--- config.mk ---
export PLATFORM = sky130hd
export DESIGN_NAME = axm_err_sweep_ctrl_flat
export DESIGN_NICKNAME = d
export VERILOG_FILES = /design/src/rtl/axm_err_sweep_ctrl_if.sv /design/src/rtl/axm_err_sweep_ctrl.sv /design/src/flat_wrapper.sv
export SDC_FILE = /design/constraint.sdc
export NUM_CORES = 1
export LEC_CHECK = 0
export CORE_UTILIZATION = 25
export CTS_CLUSTER_DIAMETER = 200
export DETAILED_ROUTE_END_ITERATION = 8
export MAX_ROUTING_LAYER = met4
export SLEW_MARGIN = 25
export SYNTH_ARGS = -nofsm -noshare
export SYNTH_HDL_FRONTEND = slang
export SYNTH_SLANG_ARGS = --single-unit
--- constraint.sdc ---
create_clock -name clk -period 6 [get_ports clk]
set_input_delay 1.2 -clock clk [delete_from_list [all_inputs] [get_ports clk]]
set_output_delay 1.2 -clock clk [all_outputs]
set_load 0.01 [all_outputs]
--- src/rtl/axm_err_sweep_ctrl_if.sv ---
// Bus between the approximate-multiplier sweep controller and its surroundings:
// multiplier operands/product, sweep control and the accumulated statistics.
interface axm_err_sweep_ctrl_if #(
    parameter int W = 4
);
    logic             start;
    logic             abort;
    logic             busy;
    logic             done;
    logic [W-1:0]     mul_a;
    logic [W-1:0]     mul_b;
    logic [2*W-1:0]   mul_y;
    logic [2*W:0]     err_cnt;
    logic [4*W-1:0]   sum_ed;
    logic [2*W-1:0]   max_ed;
    logic [W-1:0]     fail_a;
    logic [W-1:0]     fail_b;
    logic [2*W-1:0]   fail_y;
    logic             fail_vld;

    modport master (
        output start, abort, mul_y,
        input  busy, done, mul_a, mul_b, err_cnt, sum_ed, max_ed,
               fail_a, fail_b, fail_y, fail_vld
    );

    modport slave (
        input  start, abort, mul_y,
        output busy, done, mul_a, mul_b, err_cnt, sum_ed, max_ed,
               fail_a, fail_b, fail_y, fail_vld
    );
endinterface

--- src/rtl/axm_err_sweep_ctrl.sv ---
// Exhaustive error sweep of an external combinational W x W approximate multiplier.
// Optional first-failure capture is built when AXM_SWEEP_FAILCAP_EN is defined.
module axm_err_sweep_ctrl #(
    parameter int W      = 4,
    parameter int SETTLE = 1
) (
    input  logic                  clk,
    input  logic                  rst_n,
    axm_err_sweep_ctrl_if.slave   bus
);
    typedef enum logic [1:0] {
        IDLE   = 2'd0,
        DRIVE  = 2'd1,
        SAMPLE = 2'd2,
        DONE   = 2'd3
    } state_t;

    localparam logic [W-1:0]   OP_MAX      = {W{1'b1}};
    localparam logic [W-1:0]   OP_ONE      = {{(W-1){1'b0}}, 1'b1};
    localparam logic [2*W:0]   CNT_ONE     = {{(2*W){1'b0}}, 1'b1};
    localparam logic [3:0]     SETTLE_LAST = 4'(SETTLE - 1);

    state_t           state_r;
    logic [3:0]       settle_cnt_r;
    logic [W-1:0]     a_r;
    logic [W-1:0]     b_r;
    logic             busy_r;
    logic             done_r;
    logic [2*W:0]     err_cnt_r;
    logic [4*W-1:0]   sum_ed_r;
    logic [2*W-1:0]   max_ed_r;

    logic [2*W-1:0]   prod_s;
    logic [2*W-1:0]   ed_s;
    logic             err_s;

    // Exact product and error distance of the pair currently on the multiplier
    always_comb begin
        prod_s = {{W{1'b0}}, a_r} * {{W{1'b0}}, b_r};
        if (bus.mul_y >= prod_s) begin
            ed_s = bus.mul_y - prod_s;
        end else begin
            ed_s = prod_s - bus.mul_y;
        end
        err_s = (ed_s != {(2*W){1'b0}});
    end

    // Sweep sequencer: state, operands, flags and statistics accumulation
    always_ff @(posedge clk or negedge rst_n) begin
        if (!rst_n) begin
            state_r      <= IDLE;
            settle_cnt_r <= 4'd0;
            a_r          <= {W{1'b0}};
            b_r          <= {W{1'b0}};
            busy_r       <= 1'b0;
            done_r       <= 1'b0;
            err_cnt_r    <= {(2*W+1){1'b0}};
            sum_ed_r     <= {(4*W){1'b0}};
            max_ed_r     <= {(2*W){1'b0}};
        end else if (bus.abort) begin
            // Statistics freeze; a SAMPLE in this cycle is dropped
            state_r      <= IDLE;
            settle_cnt_r <= 4'd0;
            a_r          <= {W{1'b0}};
            b_r          <= {W{1'b0}};
            busy_r       <= 1'b0;
            done_r       <= 1'b0;
        end else begin
            case (state_r)
                IDLE: begin
                    if (bus.start) begin
                        state_r      <= DRIVE;
                        settle_cnt_r <= 4'd0;
                        a_r          <= {W{1'b0}};
                        b_r          <= {W{1'b0}};
                        busy_r       <= 1'b1;
                        err_cnt_r    <= {(2*W+1){1'b0}};
                        sum_ed_r     <= {(4*W){1'b0}};
                        max_ed_r     <= {(2*W){1'b0}};
                    end
                end
                DRIVE: begin
                    if (settle_cnt_r == SETTLE_LAST) begin
                        settle_cnt_r <= 4'd0;
                        state_r      <= SAMPLE;
                    end else begin
                        settle_cnt_r <= settle_cnt_r + 4'd1;
                    end
                end
                SAMPLE: begin
                    if (err_s) begin
                        err_cnt_r <= err_cnt_r + CNT_ONE;
                        sum_ed_r  <= sum_ed_r + {{(2*W){1'b0}}, ed_s};
                        if (ed_s > max_ed_r) begin
                            max_ed_r <= ed_s;
                        end
                    end
                    b_r <= b_r + OP_ONE;
                    if (b_r == OP_MAX) begin
                        a_r <= a_r + OP_ONE;
                    end
                    if ((a_r == OP_MAX) && (b_r == OP_MAX)) begin
                        state_r <= DONE;
                        busy_r  <= 1'b0;
                        done_r  <= 1'b1;
                    end else begin
                        state_r <= DRIVE;
                    end
                end
                DONE: begin
                    state_r <= IDLE;
                    done_r  <= 1'b0;
                    a_r     <= {W{1'b0}};
                    b_r     <= {W{1'b0}};
                end
                default: begin
                    state_r <= IDLE;
                    busy_r  <= 1'b0;
                    done_r  <= 1'b0;
                end
            endcase
        end
    end

    assign bus.mul_a   = a_r;
    assign bus.mul_b   = b_r;
    assign bus.busy    = busy_r;
    assign bus.done    = done_r;
    assign bus.err_cnt = err_cnt_r;
    assign bus.sum_ed  = sum_ed_r;
    assign bus.max_ed  = max_ed_r;

`ifdef AXM_SWEEP_FAILCAP_EN
    logic [W-1:0]     fail_a_r;
    logic [W-1:0]     fail_b_r;
    logic [2*W-1:0]   fail_y_r;
    logic             fail_vld_r;

    // First-failure capture, cleared on every accepted start
    always_ff @(posedge clk or negedge rst_n) begin
        if (!rst_n) begin
            fail_a_r   <= {W{1'b0}};
            fail_b_r   <= {W{1'b0}};
            fail_y_r   <= {(2*W){1'b0}};
            fail_vld_r <= 1'b0;
        end else if (!bus.abort) begin
            if ((state_r == IDLE) && bus.start) begin
                fail_a_r   <= {W{1'b0}};
                fail_b_r   <= {W{1'b0}};
                fail_y_r   <= {(2*W){1'b0}};
                fail_vld_r <= 1'b0;
            end else if ((state_r == SAMPLE) && err_s && !fail_vld_r) begin
                fail_a_r   <= a_r;
                fail_b_r   <= b_r;
                fail_y_r   <= bus.mul_y;
                fail_vld_r <= 1'b1;
            end
        end
    end

    assign bus.fail_a   = fail_a_r;
    assign bus.fail_b   = fail_b_r;
    assign bus.fail_y   = fail_y_r;
    assign bus.fail_vld = fail_vld_r;
`else
    assign bus.fail_a   = {W{1'b0}};
    assign bus.fail_b   = {W{1'b0}};
    assign bus.fail_y   = {(2*W){1'b0}};
    assign bus.fail_vld = 1'b0;
`endif
endmodule

--- src/flat_wrapper.sv ---
// flat-port wrapper written by rule: the top's interface ports become plain ports
module axm_err_sweep_ctrl_flat 
#(
    parameter int W      = 4,
    parameter int SETTLE = 1
)
  (clk, rst_n, bus_start, bus_abort, bus_mul_y, bus_busy, bus_done, bus_mul_a, bus_mul_b, bus_err_cnt, bus_sum_ed, bus_max_ed, bus_fail_a, bus_fail_b, bus_fail_y, bus_fail_vld);
  axm_err_sweep_ctrl_if #(.W(W)) bus_i ();
  input  logic clk;
  input  logic rst_n;
  input wire logic [$bits(bus_i.start)-1:0] bus_start;
  input wire logic [$bits(bus_i.abort)-1:0] bus_abort;
  input wire logic [$bits(bus_i.mul_y)-1:0] bus_mul_y;
  output wire logic [$bits(bus_i.busy)-1:0] bus_busy;
  output wire logic [$bits(bus_i.done)-1:0] bus_done;
  output wire logic [$bits(bus_i.mul_a)-1:0] bus_mul_a;
  output wire logic [$bits(bus_i.mul_b)-1:0] bus_mul_b;
  output wire logic [$bits(bus_i.err_cnt)-1:0] bus_err_cnt;
  output wire logic [$bits(bus_i.sum_ed)-1:0] bus_sum_ed;
  output wire logic [$bits(bus_i.max_ed)-1:0] bus_max_ed;
  output wire logic [$bits(bus_i.fail_a)-1:0] bus_fail_a;
  output wire logic [$bits(bus_i.fail_b)-1:0] bus_fail_b;
  output wire logic [$bits(bus_i.fail_y)-1:0] bus_fail_y;
  output wire logic [$bits(bus_i.fail_vld)-1:0] bus_fail_vld;
  assign bus_i.start = bus_start;
  assign bus_i.abort = bus_abort;
  assign bus_i.mul_y = bus_mul_y;
  assign bus_busy = bus_i.busy;
  assign bus_done = bus_i.done;
  assign bus_mul_a = bus_i.mul_a;
  assign bus_mul_b = bus_i.mul_b;
  assign bus_err_cnt = bus_i.err_cnt;
  assign bus_sum_ed = bus_i.sum_ed;
  assign bus_max_ed = bus_i.max_ed;
  assign bus_fail_a = bus_i.fail_a;
  assign bus_fail_b = bus_i.fail_b;
  assign bus_fail_y = bus_i.fail_y;
  assign bus_fail_vld = bus_i.fail_vld;
  axm_err_sweep_ctrl #(.W(W), .SETTLE(SETTLE)) u_core (.clk(clk), .rst_n(rst_n), .bus(bus_i));
endmodule
Word level (Yosys, flattened, before mapping)

Index checks and enable logic that the tools add are counted.

$add $sub $neg: 7
Multiply operators: 1
Magnitude comparators: 2
Eq/ne operators: 12
Mux-type cells: 32
Bitwise gates (word level): 1
Reduce and logical (&&, ||, !) cells: 17

Operators by type and width:

| cell                  | number |
|---|---|
| $mux W16              | 2 |
| $mux W8               | 4 |
| $pmux W16 S2          | 1 |
| $mux W4               | 6 |
| $pmux W4 S3           | 2 |
| $mux W9               | 2 |
| $pmux W9 S2           | 1 |
| $add A16 B8 Y16       | 1 |
| $pmux W8 S2           | 1 |
| $sub A8 B8 Y8         | 2 |
| $add A4 B1 Y4 const B | 3 |
| $add A9 B1 Y9 const B | 1 |
| $ne A3 B2 Y1 const B  | 3 |
| $reduce_bool A3 Y1    | 3 |
| $eq A4 B4 Y1 const B  | 2 |
| $ge A8 B8 Y1          | 1 |
| $gt A8 B8 Y1          | 1 |
| $mul A4 B4 Y8         | 1 |
| $mux W2               | 4 |
| $pmux W2 S4           | 1 |
| $pmux W4 S2           | 1 |
| $reduce_and A2 Y1     | 4 |
| $reduce_bool A8 Y1    | 1 |
| $reduce_and A3 Y1     | 2 |
| 15 further kinds      | 22 |

Flip-flop bits (word level): 49
Input bits: 12
Output and inout port bits: 60
Word-level logic and storage cells: 81

Longest topological paths before layout

Gate-level depths: netlist of the first run.

Depth in word-level cells: 7
Gate-level depth with buffers: 28

Worst setup path before layout of the first run

No wires, ideal clock.

Kind: reg2reg
Start: reg u_core.a_r[0], in the netlist u_core.bus.mul_a[0]
End: reg u_core.sum_ed_r[9], in the netlist u_core.bus.sum_ed[9]
Arrival: 5,894 ps
Data required time: 5,904 ps
Slack: 10 ps
Stages on the path, launching flop included: 28
Path through: dfrtp_1 nand2_1 fa_1 inv_1 fa_1 inv_1 fa_1 inv_1 a21oi_1 o21bai_1 xor2_1 ha_1 a21oi_1 a21boi_0 a311o_1 buf_6 mux2i_1 xor2_1 ha_1 a21oi_1 a21boi_0 o21ai_0 nand2b_1 a31oi_1 a2bb2oi_1 and2_1 o21ai_0 o31ai_1

Word-level cells in the longest chain between the ends: 6

Ends and longest elaborated chain:

| item                                                  | RTL line                                           | source |
|---|---|---|
| start, declared                                       | axm_err_sweep_ctrl.sv:25                           | `logic [W-1:0] a_r;` |
| start signal, assigned                                | axm_err_sweep_ctrl.sv:53                           | `a_r <= {W{1'b0}};` |
| start signal, assigned                                | axm_err_sweep_ctrl.sv:64                           | `a_r <= {W{1'b0}};` |
| start signal, assigned                                | axm_err_sweep_ctrl.sv:74                           | `a_r <= {W{1'b0}};` |
| $mul A4 B4 Y8 (*)                                     | axm_err_sweep_ctrl.sv:39                           | `prod_s = {{W{1'b0}}, a_r} * {{W{1'b0}}, b_r};` |
| $sub A8 B8 Y8 (tied with other cells)                 | axm_err_sweep_ctrl.sv:43                           | `ed_s = prod_s - bus.mul_y;` |
| $mux W8 (*)                                           | axm_err_sweep_ctrl.sv:40                           | `if (bus.mul_y >= prod_s) begin` |
| $add A16 B8 Y16 or $reduce_bool A8 Y1 (tied branches) | axm_err_sweep_ctrl.sv:93, axm_err_sweep_ctrl.sv:45 |  |
| $mux W16 or $ne A2 B1 Y1 (tied branches)              | n/a                                                |  |
| $pmux W16 S2 or $reduce_and A4 Y1 (tied branches)     | n/a                                                |  |
| end signal, assigned                                  | axm_err_sweep_ctrl.sv:58                           | `sum_ed_r <= {(4*W){1'b0}};` |
| end signal, assigned                                  | axm_err_sweep_ctrl.sv:78                           | `sum_ed_r <= {(4*W){1'b0}};` |
| end signal, assigned                                  | axm_err_sweep_ctrl.sv:93                           | `sum_ed_r <= sum_ed_r + {{(2*W){1'b0}}, ed_s};` |
| end, declared                                         | axm_err_sweep_ctrl.sv:30                           | `logic [4*W-1:0] sum_ed_r;` |

Mark *: on every way between the ends. The rest lies on a longest branch, timed or not. The select of a mux whose other input is x is not followed.
A chain may end at the register's enable or synchronous reset.

Worst setup path after layout of the first run

Start: reg u_core.b_r[3], in the netlist u_core.bus.mul_b[3]
End: reg u_core.sum_ed_r[15], in the netlist u_core.bus.sum_ed[15]

Word-level cells in the longest chain between the ends: 6

Ends and longest elaborated chain:

| item                                                  | RTL line                                           | source |
|---|---|---|
| start, declared                                       | axm_err_sweep_ctrl.sv:26                           | `logic [W-1:0] b_r;` |
| start signal, assigned                                | axm_err_sweep_ctrl.sv:54                           | `b_r <= {W{1'b0}};` |
| start signal, assigned                                | axm_err_sweep_ctrl.sv:65                           | `b_r <= {W{1'b0}};` |
| start signal, assigned                                | axm_err_sweep_ctrl.sv:75                           | `b_r <= {W{1'b0}};` |
| $mul A4 B4 Y8 (*)                                     | axm_err_sweep_ctrl.sv:39                           |  |
| $sub A8 B8 Y8 (tied with other cells)                 | axm_err_sweep_ctrl.sv:43                           |  |
| $mux W8 (*)                                           | axm_err_sweep_ctrl.sv:40                           |  |
| $add A16 B8 Y16 or $reduce_bool A8 Y1 (tied branches) | axm_err_sweep_ctrl.sv:93, axm_err_sweep_ctrl.sv:45 |  |
| $mux W16 or $ne A2 B1 Y1 (tied branches)              | n/a                                                |  |
| $pmux W16 S2 or $reduce_and A4 Y1 (tied branches)     | n/a                                                |  |

Marked as above.

==> impl_metrics.xml, run 1 <==
<?xml version="1.0" encoding="UTF-8"?>
<metrics>
  <group name="floorplan">
    <metric name="floorplan.core_area" unit="sq mm">0.01658</metric>
    <metric name="initial_utilization" unit="">0.2553</metric>
    <metric name="die-height" unit="um">132.1</metric>
    <metric name="die_area" unit="sq mm">0.01746</metric>
    <metric name="die_w" unit="um">132.1</metric>
    <metric name="pin_count" unit="">72</metric>
    <metric name="placementRows" unit="">47</metric>
  </group>
  <group name="status">
    <metric name="run_status" unit="">complete, no violations</metric>
  </group>
  <group name="cells_and_area">
    <metric name="layout.nets" unit="">636</metric>
    <metric name="syn2layout_area_growth" unit="%">27.81</metric>
    <metric name="post_route_cells_drive_above_1_share" unit="">0.1195</metric>
    <metric name="n_fill_cell" unit="">1759</metric>
    <metric name="finalCoreUtilization" unit="">0.3263</metric>
    <metric name="antenna_cells_inserted" unit="">0</metric>
  </group>
  <group name="power_and_ir_drop">
    <metric name="seqPwrFrac" unit="">0.411</metric>
    <metric name="portion_of_total_power_attributed_to_the_clock_network" unit="">0.321</metric>
    <metric name="power.share.combinational" unit="">0.268</metric>
    <metric name="net-switching-power" unit="mW">0.2537</metric>
    <metric name="power_switching_share" unit="">0.2964</metric>
    <metric name="power.leakage" unit="nW">2.469</metric>
    <metric name="power.density_cell_area" unit="mW/mm^2">158.2</metric>
    <metric name="vdd_ir_drop_max" unit="mV">0.1094</metric>
    <metric name="intPower" unit="mW">0.6023</metric>
  </group>
  <group name="route">
    <metric name="drt_iter0_drcs" unit="">156</metric>
    <metric name="drc" unit="">0</metric>
    <metric name="final_antenna_net_count" unit="">0</metric>
    <metric name="route.vias.total" unit="">3661</metric>
    <metric name="post_drt_wl_per_cell" unit="um">13.28</metric>
    <metric name="wirelength" unit="um">10470</metric>
    <metric name="vias_per_cell" unit="">4.640</metric>
    <metric name="dr.pass1.iters" unit="">4</metric>
  </group>
  <group name="critical_path">
    <metric name="crit_path_start" unit="">u_core.bus.mul_b[3]</metric>
    <metric name="worst_r2r_startpoint" unit="">u_core.bus.mul_b[3]</metric>
    <metric name="worstSetupPathType" unit="">reg -&gt; reg</metric>
    <metric name="critical_path_endpoint_category" unit="">flop</metric>
    <metric name="timing.critical_path.required" unit="ps">6210</metric>
    <metric name="crit_arrival" unit="ps">5960</metric>
    <metric name="critPathLaunchType" unit="">flop</metric>
    <metric name="worstPathMaxFanout" unit="">6</metric>
  </group>
  <group name="synth">
    <metric name="yosysSeqAreaShare" unit="">0.2896</metric>
    <metric name="post_synth.cell_area_avg" unit="sq um">8.641</metric>
    <metric name="share_of_synthesized_flip_flops_with_an_asynchronous_set_or_reset" unit="">1.000</metric>
    <metric name="synth_area_leader_cell" unit="">sky130_fd_sc_hd__dfrtp_1</metric>
    <metric name="netlist_instances" unit="">490</metric>
    <metric name="synth.ff_latch_count" unit="">49</metric>
    <metric name="largest_cells_by_area_after_synthesis" unit="">sky130_fd_sc_hd__dfrtp_1 29%, sky130_fd_sc_hd__ha_1 14%, sky130_fd_sc_hd__o21ai_0 5.9%, sky130_fd_sc_hd__nand2_1 4.2%, sky130_fd_sc_hd__fa_1 3.3%</metric>
    <metric name="yosysTopAreaCellShare" unit="">0.2896</metric>
    <metric name="synth-main-ff-cell" unit="">sky130_fd_sc_hd__dfrtp_1</metric>
    <metric name="synth-edff-count" unit="">0</metric>
    <metric name="ys.warnings.count" unit="">0</metric>
    <metric name="synthesis.area" unit="sq mm">0.004234</metric>
    <metric name="synthDistinctLibCells" unit="">52</metric>
  </group>
  <group name="clock_network">
    <metric name="h-tree-depth" unit="">2</metric>
    <metric name="total_of_hold_buffers_inserted_after_clock_tree_synthesis" unit="">0</metric>
    <metric name="cts_clk_pin_slew_worst_paths" unit="ps">60</metric>
    <metric name="ctsLongestPathBuffers" unit="">2</metric>
    <metric name="number_of_sinks_handled_by_clock_tree_synthesis" unit="">49</metric>
    <metric name="insertion_delay" unit="ps">290</metric>
    <metric name="clock_tree_from_tritoncts" unit="">done</metric>
    <metric name="cts_buffers" unit="">5</metric>
    <metric name="clock_root_cell" unit="">sky130_fd_sc_hd__clkbuf_16</metric>
  </group>
  <group name="sta">
    <metric name="max_slew_margin_vs_limit" unit="">0.3927</metric>
    <metric name="max_freq" unit="MHz">174.0</metric>
    <metric name="finalSetupTns" unit="ps">0</metric>
    <metric name="slew_viol_final" unit="">0</metric>
    <metric name="final_hold_viol_count" unit="">0</metric>
    <metric name="worst-slew-pin-transition" unit="ps">907.7</metric>
    <metric name="minimum_period_implied_by_the_final_worst_setup_slack" unit="ps">5748</metric>
    <metric name="setup_viol" unit="">0</metric>
    <metric name="final.period_utilization" unit="">0.9579</metric>
    <metric name="fin_worst_skew" unit="ps">7.533</metric>
  </group>
  <group name="global_route">
    <metric name="overflow" unit="">0</metric>
    <metric name="grt_pass1_wl" unit="um">17600</metric>
    <metric name="vias_in_the_first_global_route" unit="">3492</metric>
    <metric name="largest_net_degree_at_the_start_of_global_routing" unit="">50</metric>
    <metric name="grt_antenna_before_repair" unit="">0</metric>
    <metric name="grt_use_total" unit="">0.1264</metric>
  </group>
  <group name="run">
    <metric name="drv.max_cap_violation_count" unit="">0</metric>
  </group>
  <group name="placement">
    <metric name="dp_hpwl" unit="um">7860</metric>
    <metric name="gp_congestion" unit="">0.8303</metric>
    <metric name="numPortBuffers" unit="">54</metric>
  </group>
  <group name="worst_hold_path">
    <metric name="worst_hold_startpoint" unit="">u_core.settle_cnt_r[3]</metric>
    <metric name="hold_path.class" unit="">reg -&gt; reg</metric>
  </group>
</metrics>
[worst paths after layout]
| path | to | slack (ps) | depth (start not counted) |
|---|---|---|---|
| setup / recovery | u_core.bus.sum_ed[15] | 250 | 26 |
| hold / removal | u_core.settle_cnt_r[3] | 480 | 1 |
| setup reg to reg | u_core.bus.sum_ed[15] | 250 | 26 |
| hold reg to reg | u_core.settle_cnt_r[3] | 480 | 1 |
| max in group asynchronous | u_core.bus.max_ed[1] | 4540 | 2 |
| min in group asynchronous | u_core.settle_cnt_r[3] | 1030 | 2 |
[cells in the mapped netlist (2+ instances only)]
| library cell | count |
|---|---|
| sky130_fd_sc_hd__o21bai_1 | 2 |
| sky130_fd_sc_hd__a21boi_0 | 2 |
| sky130_fd_sc_hd__xor2_1 | 7 |
| sky130_fd_sc_hd__nor2_1 | 23 |
| sky130_fd_sc_hd__o211ai_1 | 2 |
| sky130_fd_sc_hd__mux2_1 | 3 |
| sky130_fd_sc_hd__a21o_1 | 7 |
| sky130_fd_sc_hd__mux2i_1 | 11 |
| sky130_fd_sc_hd__o21ai_0 | 50 |
| sky130_fd_sc_hd__nand4_1 | 5 |
| sky130_fd_sc_hd__a21boi_1 | 3 |
| sky130_fd_sc_hd__a311o_1 | 2 |
| sky130_fd_sc_hd__a211oi_1 | 4 |
| sky130_fd_sc_hd__and3_1 | 9 |
| sky130_fd_sc_hd__a31oi_1 | 12 |
| sky130_fd_sc_hd__a21oi_1 | 16 |
| sky130_fd_sc_hd__dfrtp_1 | 49 |
| sky130_fd_sc_hd__or3_1 | 5 |
| sky130_fd_sc_hd__o31ai_1 | 14 |
| sky130_fd_sc_hd__or2_2 | 4 |
| sky130_fd_sc_hd__o41ai_1 | 3 |
| sky130_fd_sc_hd__ha_1 | 49 |
| sky130_fd_sc_hd__clkbuf_1 | 9 |
| sky130_fd_sc_hd__nand2b_1 | 12 |
| sky130_fd_sc_hd__xnor2_1 | 6 |
| sky130_fd_sc_hd__nand3_1 | 14 |
| sky130_fd_sc_hd__nand2_1 | 47 |
| sky130_fd_sc_hd__o21a_1 | 4 |
| sky130_fd_sc_hd__buf_4 | 18 |
| sky130_fd_sc_hd__nor3b_1 | 2 |
| sky130_fd_sc_hd__and2_1 | 16 |
| sky130_fd_sc_hd__fa_1 | 7 |
| sky130_fd_sc_hd__or4_1 | 3 |
| sky130_fd_sc_hd__inv_1 | 36 |
| sky130_fd_sc_hd__nor3_1 | 5 |
| sky130_fd_sc_hd__buf_6 | 3 |
| sky130_fd_sc_hd__nor2b_1 | 7 |
| sky130_fd_sc_hd__buf_2 | 5 |
[layout by cell type, fill, tap and decap left out, drive strengths merged, types with 9 or more instances in the layout]
master and n:
a21oi 17, a31oi 12, and2 16, and3 9
inv 36, o21ai 51, conb 17, nor2 23
clkdlybuf4s50 53, dfrtp 49, mux2i 11, nand3 14
buf 37, ha 49, o31ai 14, nand2 47
nand2b 12
[power groups by stage]
stage          clock [mW]  sequential [mW]  combinational, mW
2_1_floorplan           0            0.358              0.141
3_3_place_gp            0            0.358              0.212
3_5_place_dp            0            0.358              0.211
4_1_cts             0.291            0.351              0.213
5_1_grt             0.304            0.354              0.257
6_report            0.275            0.352              0.230
[routing by layer]
metal	share of wire	routed length, um	up-vias	global-route usage
li1	-	-	1845	-
met1	0.50	5278	1757	0.1726
met2	0.47	4890	55	0.1993
met3	0.022	231	4	0.01461
met4	0.0071	74	0	0.02907
met5	0	0	-	-
[per-stage QoR]
step                      area (sq um)  hold slack [ps]  power [mW]  instances  setup WS (ps)
after detailed placement          5102            471.3      0.5685        775         -76.17
after CTS                         5243            486.9      0.8554        783          33.83
final                             5411            481.6      0.8560        789          252.3
after floorplan                   4294            446.2      0.4982        506          10.49
after global placement            5102            476.3      0.5691        775          72.53
after global routing              5411            518.9      0.9154        789         -34.05
[cell type report]
class | instances | area [sq um] | area share
multi-input cells | 386 | 2818 | 0.5207
flip-flops and latches | 49 | 1226 | 0.2266
repair buffers | 90 | 817.0 | 0.1510
well taps | 220 | 275.3 | 0.05087
inverters | 36 | 135.1 | 0.02497
clock buffers | 7 | 132.6 | 0.02451
clock inverters | 1 | 7.507 | 0.001387
[cells by family after synthesis]
| group | after synthesis | share of synthesized area |
|---|---|---|
| AO/OA/AOI/OAI | 133 | 0.2039 |
| XOR/XNOR | 13 | 0.02689 |
| adder cells (fa/ha/maj) | 56 | 0.1779 |
| buffers and inverters | 71 | 0.08570 |
| flip-flops | 49 | 0.2896 |
| multiplexers | 14 | 0.03398 |
| other | 1 | 0.0008857 |
| AND/OR/NAND/NOR | 153 | 0.1811 |
[state kept, by name (all words and copies together) (netlist names)]
name                 flops
u_core.bus.mul_b         4
u_core.settle_cnt_r      4
u_core.state_r           2
u_core.bus.max_ed        8
u_core.bus.mul_a         4
u_core.bus.done          1
u_core.bus.sum_ed       16
u_core.bus.err_cnt       9
u_core.bus.busy          1
[repair_timing]
action                                  in CTS  in global routing
cloned                                       0                  0
resized for setup                            1                 25
endpoints found under the setup margin       2                 18
buffers inserted                             0                  6
pin swaps                                    2                 13
[critical path, stage by stage, from the launching register on]
cell and delay, ps:
sky130_fd_sc_hd__dfrtp_1 370, sky130_fd_sc_hd__nand2_2 60, sky130_fd_sc_hd__fa_1 530, sky130_fd_sc_hd__inv_1 50, sky130_fd_sc_hd__fa_1 500, sky130_fd_sc_hd__inv_1 70
sky130_fd_sc_hd__fa_2 390, sky130_fd_sc_hd__inv_1 60, sky130_fd_sc_hd__a21oi_1 60, sky130_fd_sc_hd__o21bai_1 170, sky130_fd_sc_hd__xor2_1 200, sky130_fd_sc_hd__ha_1 310
sky130_fd_sc_hd__a21oi_2 200, sky130_fd_sc_hd__a21boi_2 80, sky130_fd_sc_hd__a311o_1 390, sky130_fd_sc_hd__mux2i_1 220, sky130_fd_sc_hd__xor2_1 230, sky130_fd_sc_hd__inv_1 120
sky130_fd_sc_hd__ha_4 290, sky130_fd_sc_hd__a21boi_4 160, sky130_fd_sc_hd__o21ai_0 80, sky130_fd_sc_hd__nand2b_1 110, sky130_fd_sc_hd__a31oi_2 120, sky130_fd_sc_hd__a2bb2oi_2 160
sky130_fd_sc_hd__buf_6 150, sky130_fd_sc_hd__or4_1 460, sky130_fd_sc_hd__a21boi_1 130
Power figures use the tool's default switching activity.
==> run 2: changes to the inputs <==
- DONT_BUFFER_PORTS: not set -> 1
==> run 2 against run 1 <==
  * Hold slack improved by 3.8 ps
  * Critical path depth fell by 1
  * Clock power rose by 9.1%
  * Total power fell by 0.94%
  * Sequential share of layout area rose by 2.6 points
  * Fmax rose by 1.1%
  * Critical path type unchanged
==> impl_metrics.xml, run 2 (synthesized netlist as in run 1, its figures left out) <==
<?xml version="1.0" encoding="UTF-8"?>
<metrics>
  <group name="status">
    <metric name="run_status" unit="">complete, no violations</metric>
  </group>
  <group name="route">
    <metric name="drc" unit="">0</metric>
    <metric name="wirelength" unit="um">10440</metric>
    <metric name="drt_iter0_drcs" unit="">161</metric>
    <metric name="final_antenna_net_count" unit="">0</metric>
    <metric name="route.vias.total" unit="">3479</metric>
    <metric name="vias_per_cell" unit="">4.753</metric>
    <metric name="post_drt_wl_per_cell" unit="um">14.26</metric>
    <metric name="dr.pass1.iters" unit="">4</metric>
  </group>
  <group name="cells_and_area">
    <metric name="stdcell_area" unit="sq mm">0.004858</metric>
    <metric name="syn2layout_area_growth" unit="%">14.75</metric>
    <metric name="post_route_cells_drive_above_1_share" unit="">0.1309</metric>
    <metric name="n_fill_cell" unit="">1762</metric>
    <metric name="largest_register_ff_count" unit="">16</metric>
    <metric name="layout.nets" unit="">579</metric>
    <metric name="final_common_cell" unit="">sky130_fd_sc_hd__dfrtp_1</metric>
    <metric name="antenna_cells_inserted" unit="">0</metric>
    <metric name="layout_common_cells" unit="">49 x sky130_fd_sc_hd__dfrtp_1, 47 x sky130_fd_sc_hd__o21ai_0, 47 x sky130_fd_sc_hd__ha_1</metric>
  </group>
  <group name="clock_network">
    <metric name="cts_clk_pin_slew_worst_paths" unit="ps">60</metric>
    <metric name="h-tree-depth" unit="">2</metric>
    <metric name="cts_buffers" unit="">5</metric>
    <metric name="ctsLongestPathBuffers" unit="">2</metric>
    <metric name="insertion_delay" unit="ps">300</metric>
    <metric name="total_of_hold_buffers_inserted_after_clock_tree_synthesis" unit="">0</metric>
    <metric name="clock_root_cell" unit="">sky130_fd_sc_hd__clkbuf_16</metric>
    <metric name="clock_tree_from_tritoncts" unit="">done</metric>
    <metric name="number_of_sinks_handled_by_clock_tree_synthesis" unit="">49</metric>
  </group>
  <group name="worst_hold_path">
    <metric name="worst_hold_startpoint" unit="">u_core.settle_cnt_r[3]</metric>
    <metric name="hold_path.class" unit="">reg -&gt; reg</metric>
  </group>
  <group name="floorplan">
    <metric name="die_area" unit="sq mm">0.01746</metric>
    <metric name="pin_count" unit="">72</metric>
    <metric name="initial_utilization" unit="">0.2553</metric>
    <metric name="floorplan.core_area" unit="sq mm">0.01658</metric>
    <metric name="placementRows" unit="">47</metric>
    <metric name="die-height" unit="um">132.1</metric>
    <metric name="die_w" unit="um">132.1</metric>
  </group>
  <group name="power_and_ir_drop">
    <metric name="power.density_cell_area" unit="mW/mm^2">174.5</metric>
    <metric name="power.leakage" unit="nW">2.273</metric>
    <metric name="vdd_ir_drop_max" unit="mV">0.09949</metric>
  </group>
  <group name="placement">
    <metric name="dp_hpwl" unit="um">7779</metric>
    <metric name="postPlaceCellArea" unit="sq mm">0.004567</metric>
    <metric name="gp_congestion" unit="">0.8136</metric>
    <metric name="numPortBuffers" unit="">0</metric>
  </group>
  <group name="sta">
    <metric name="max_slew_margin_vs_limit" unit="">0.5683</metric>
    <metric name="whs" unit="ps">485.4</metric>
    <metric name="worst-slew-pin-transition" unit="ps">646.9</metric>
    <metric name="minimum_period_implied_by_the_final_worst_setup_slack" unit="ps">5685</metric>
    <metric name="final_hold_viol_count" unit="">0</metric>
    <metric name="max_freq" unit="MHz">175.9</metric>
    <metric name="setup_viol" unit="">0</metric>
    <metric name="final.period_utilization" unit="">0.9475</metric>
    <metric name="fin_worst_skew" unit="ps">15.61</metric>
    <metric name="slew_viol_final" unit="">0</metric>
  </group>
  <group name="critical_path">
    <metric name="critical_path_endpoint_category" unit="">flop</metric>
    <metric name="worst_r2r_startpoint" unit="">u_core.bus.mul_a[0]</metric>
    <metric name="crit_path_start" unit="">u_core.bus.mul_a[0]</metric>
    <metric name="worstSetupPathType" unit="">reg -&gt; reg</metric>
    <metric name="worstPathMaxFanout" unit="">8</metric>
    <metric name="rrSetupSlack" unit="ps">310</metric>
    <metric name="crit_arrival" unit="ps">5900</metric>
    <metric name="timing.critical_path.required" unit="ps">6210</metric>
    <metric name="critPathLaunchType" unit="">flop</metric>
  </group>
  <group name="global_route">
    <metric name="largest_net_degree_at_the_start_of_global_routing" unit="">50</metric>
    <metric name="grt_use_total" unit="">0.1241</metric>
    <metric name="grt_pass1_wl" unit="um">17040</metric>
    <metric name="grt_antenna_before_repair" unit="">0</metric>
    <metric name="overflow" unit="">0</metric>
    <metric name="vias_in_the_first_global_route" unit="">3231</metric>
  </group>
  <group name="run">
    <metric name="drv.max_cap_violation_count" unit="">0</metric>
  </group>
</metrics>
## run 2: cell count changes in the layout (fill, tap and decap cells not counted), sizes merged
| cell | before | now |
|---|---|---|
| buf | 37 | 33 |
| clkbuf | 7 | 6 |
| inv | 36 | 37 |
| clkdlybuf4s50 | 53 | 0 |
## run 2: report_power, final
| part | internal [mW] | leakage [nW] | switching [mW] | total, mW |
|---|---|---|---|---|
| Sequential | 0.340 | 0.679 | 0.0177 | 0.358 |
| Clock | 0.168 | 0.0735 | 0.132 | 0.300 |
| Combinational | 0.0839 | 1.52 | 0.106 | 0.190 |
| Total | 0.592 | 2.27 | 0.256 | 0.848 |
## run 2: through the flow
| stage | cells | TNS, ps | setup slack [ps] | power, mW | utilization |
|---|---|---|---|---|---|
| 2_1_floorplan | 506 | 0 | 10.49 | 0.4982 | - |
| 3_3_place_gp | 721 | 0 | 104.5 | 0.5355 | 0.2754 |
| 3_5_place_dp | 721 | -12.92 | -12.92 | 0.5357 | 0.2754 |
| 4_1_cts | 729 | 0 | 51.73 | 0.8376 | 0.2847 |
| 5_1_grt | 732 | -7.626 | -5.820 | 0.8957 | 0.2930 |
| 6_report | 732 | 0 | 314.8 | 0.8480 | 0.2930 |
## run 2: final cells by class
| class | instances | area, sq um | share of cell area |
|---|---|---|---|
| sequential | 49 | 1226 | 0.2524 |
| multi-input combinational | 386 | 2815 | 0.5794 |
| timing repair buffer | 33 | 251.5 | 0.05176 |
| clock buffer | 6 | 138.9 | 0.02859 |
| tap | 220 | 275.3 | 0.05666 |
| inverter | 36 | 135.1 | 0.02781 |
| clock inverter | 2 | 16.27 | 0.003348 |
## run 2: critical path, stage by stage, from the launching register on
cell	delay, ps
sky130_fd_sc_hd__dfrtp_1	340
sky130_fd_sc_hd__nand2_1	80
sky130_fd_sc_hd__fa_1	530
sky130_fd_sc_hd__inv_1	50
sky130_fd_sc_hd__fa_1	500
sky130_fd_sc_hd__inv_1	70
sky130_fd_sc_hd__fa_2	380
sky130_fd_sc_hd__inv_1	60
sky130_fd_sc_hd__a21oi_1	50
sky130_fd_sc_hd__o21bai_1	160
sky130_fd_sc_hd__xor2_1	200
sky130_fd_sc_hd__ha_1	310
sky130_fd_sc_hd__and3_4	220
sky130_fd_sc_hd__buf_4	150
sky130_fd_sc_hd__a311oi_4	360
sky130_fd_sc_hd__mux2i_2	410
sky130_fd_sc_hd__ha_1	270
sky130_fd_sc_hd__a21oi_4	80
sky130_fd_sc_hd__a21boi_4	150
sky130_fd_sc_hd__o21ai_0	90
sky130_fd_sc_hd__nand2b_1	130
sky130_fd_sc_hd__a31oi_2	110
sky130_fd_sc_hd__a2bb2oi_1	150
sky130_fd_sc_hd__buf_4	180
sky130_fd_sc_hd__or4_1	460
sky130_fd_sc_hd__a21boi_1	120
## run 2: per-layer routing
| layer | vias up | GRT usage | share of wire |
|---|---|---|---|
| met4 | 0 | 0.02326 | 0.0056 |
| met1 | 1661 | 0.1644 | 0.47 |
| met2 | 69 | 0.1931 | 0.47 |
| li1 | 1745 | - | - |
| met3 | 4 | 0.02884 | 0.056 |
| met5 | - | - | 0 |
## run 2: worst paths after layout
check | to | depth (start not counted)
worst max register to register | u_core.bus.sum_ed[15] | 25
worst min register to register | u_core.settle_cnt_r[3] | 1
max in group asynchronous | u_core.bus.err_cnt[3] | 0
min in group asynchronous | u_core.bus.sum_ed[7] | 0
worst min-delay path | u_core.settle_cnt_r[3] | 1
worst max-delay path | u_core.bus.sum_ed[15] | 25
## run 2: repair_timing
action                                  CTS  global route
buffers inserted                          0             3
resized for setup                         1            25
pin swaps                                 0            10
endpoints found under the setup margin    1            17
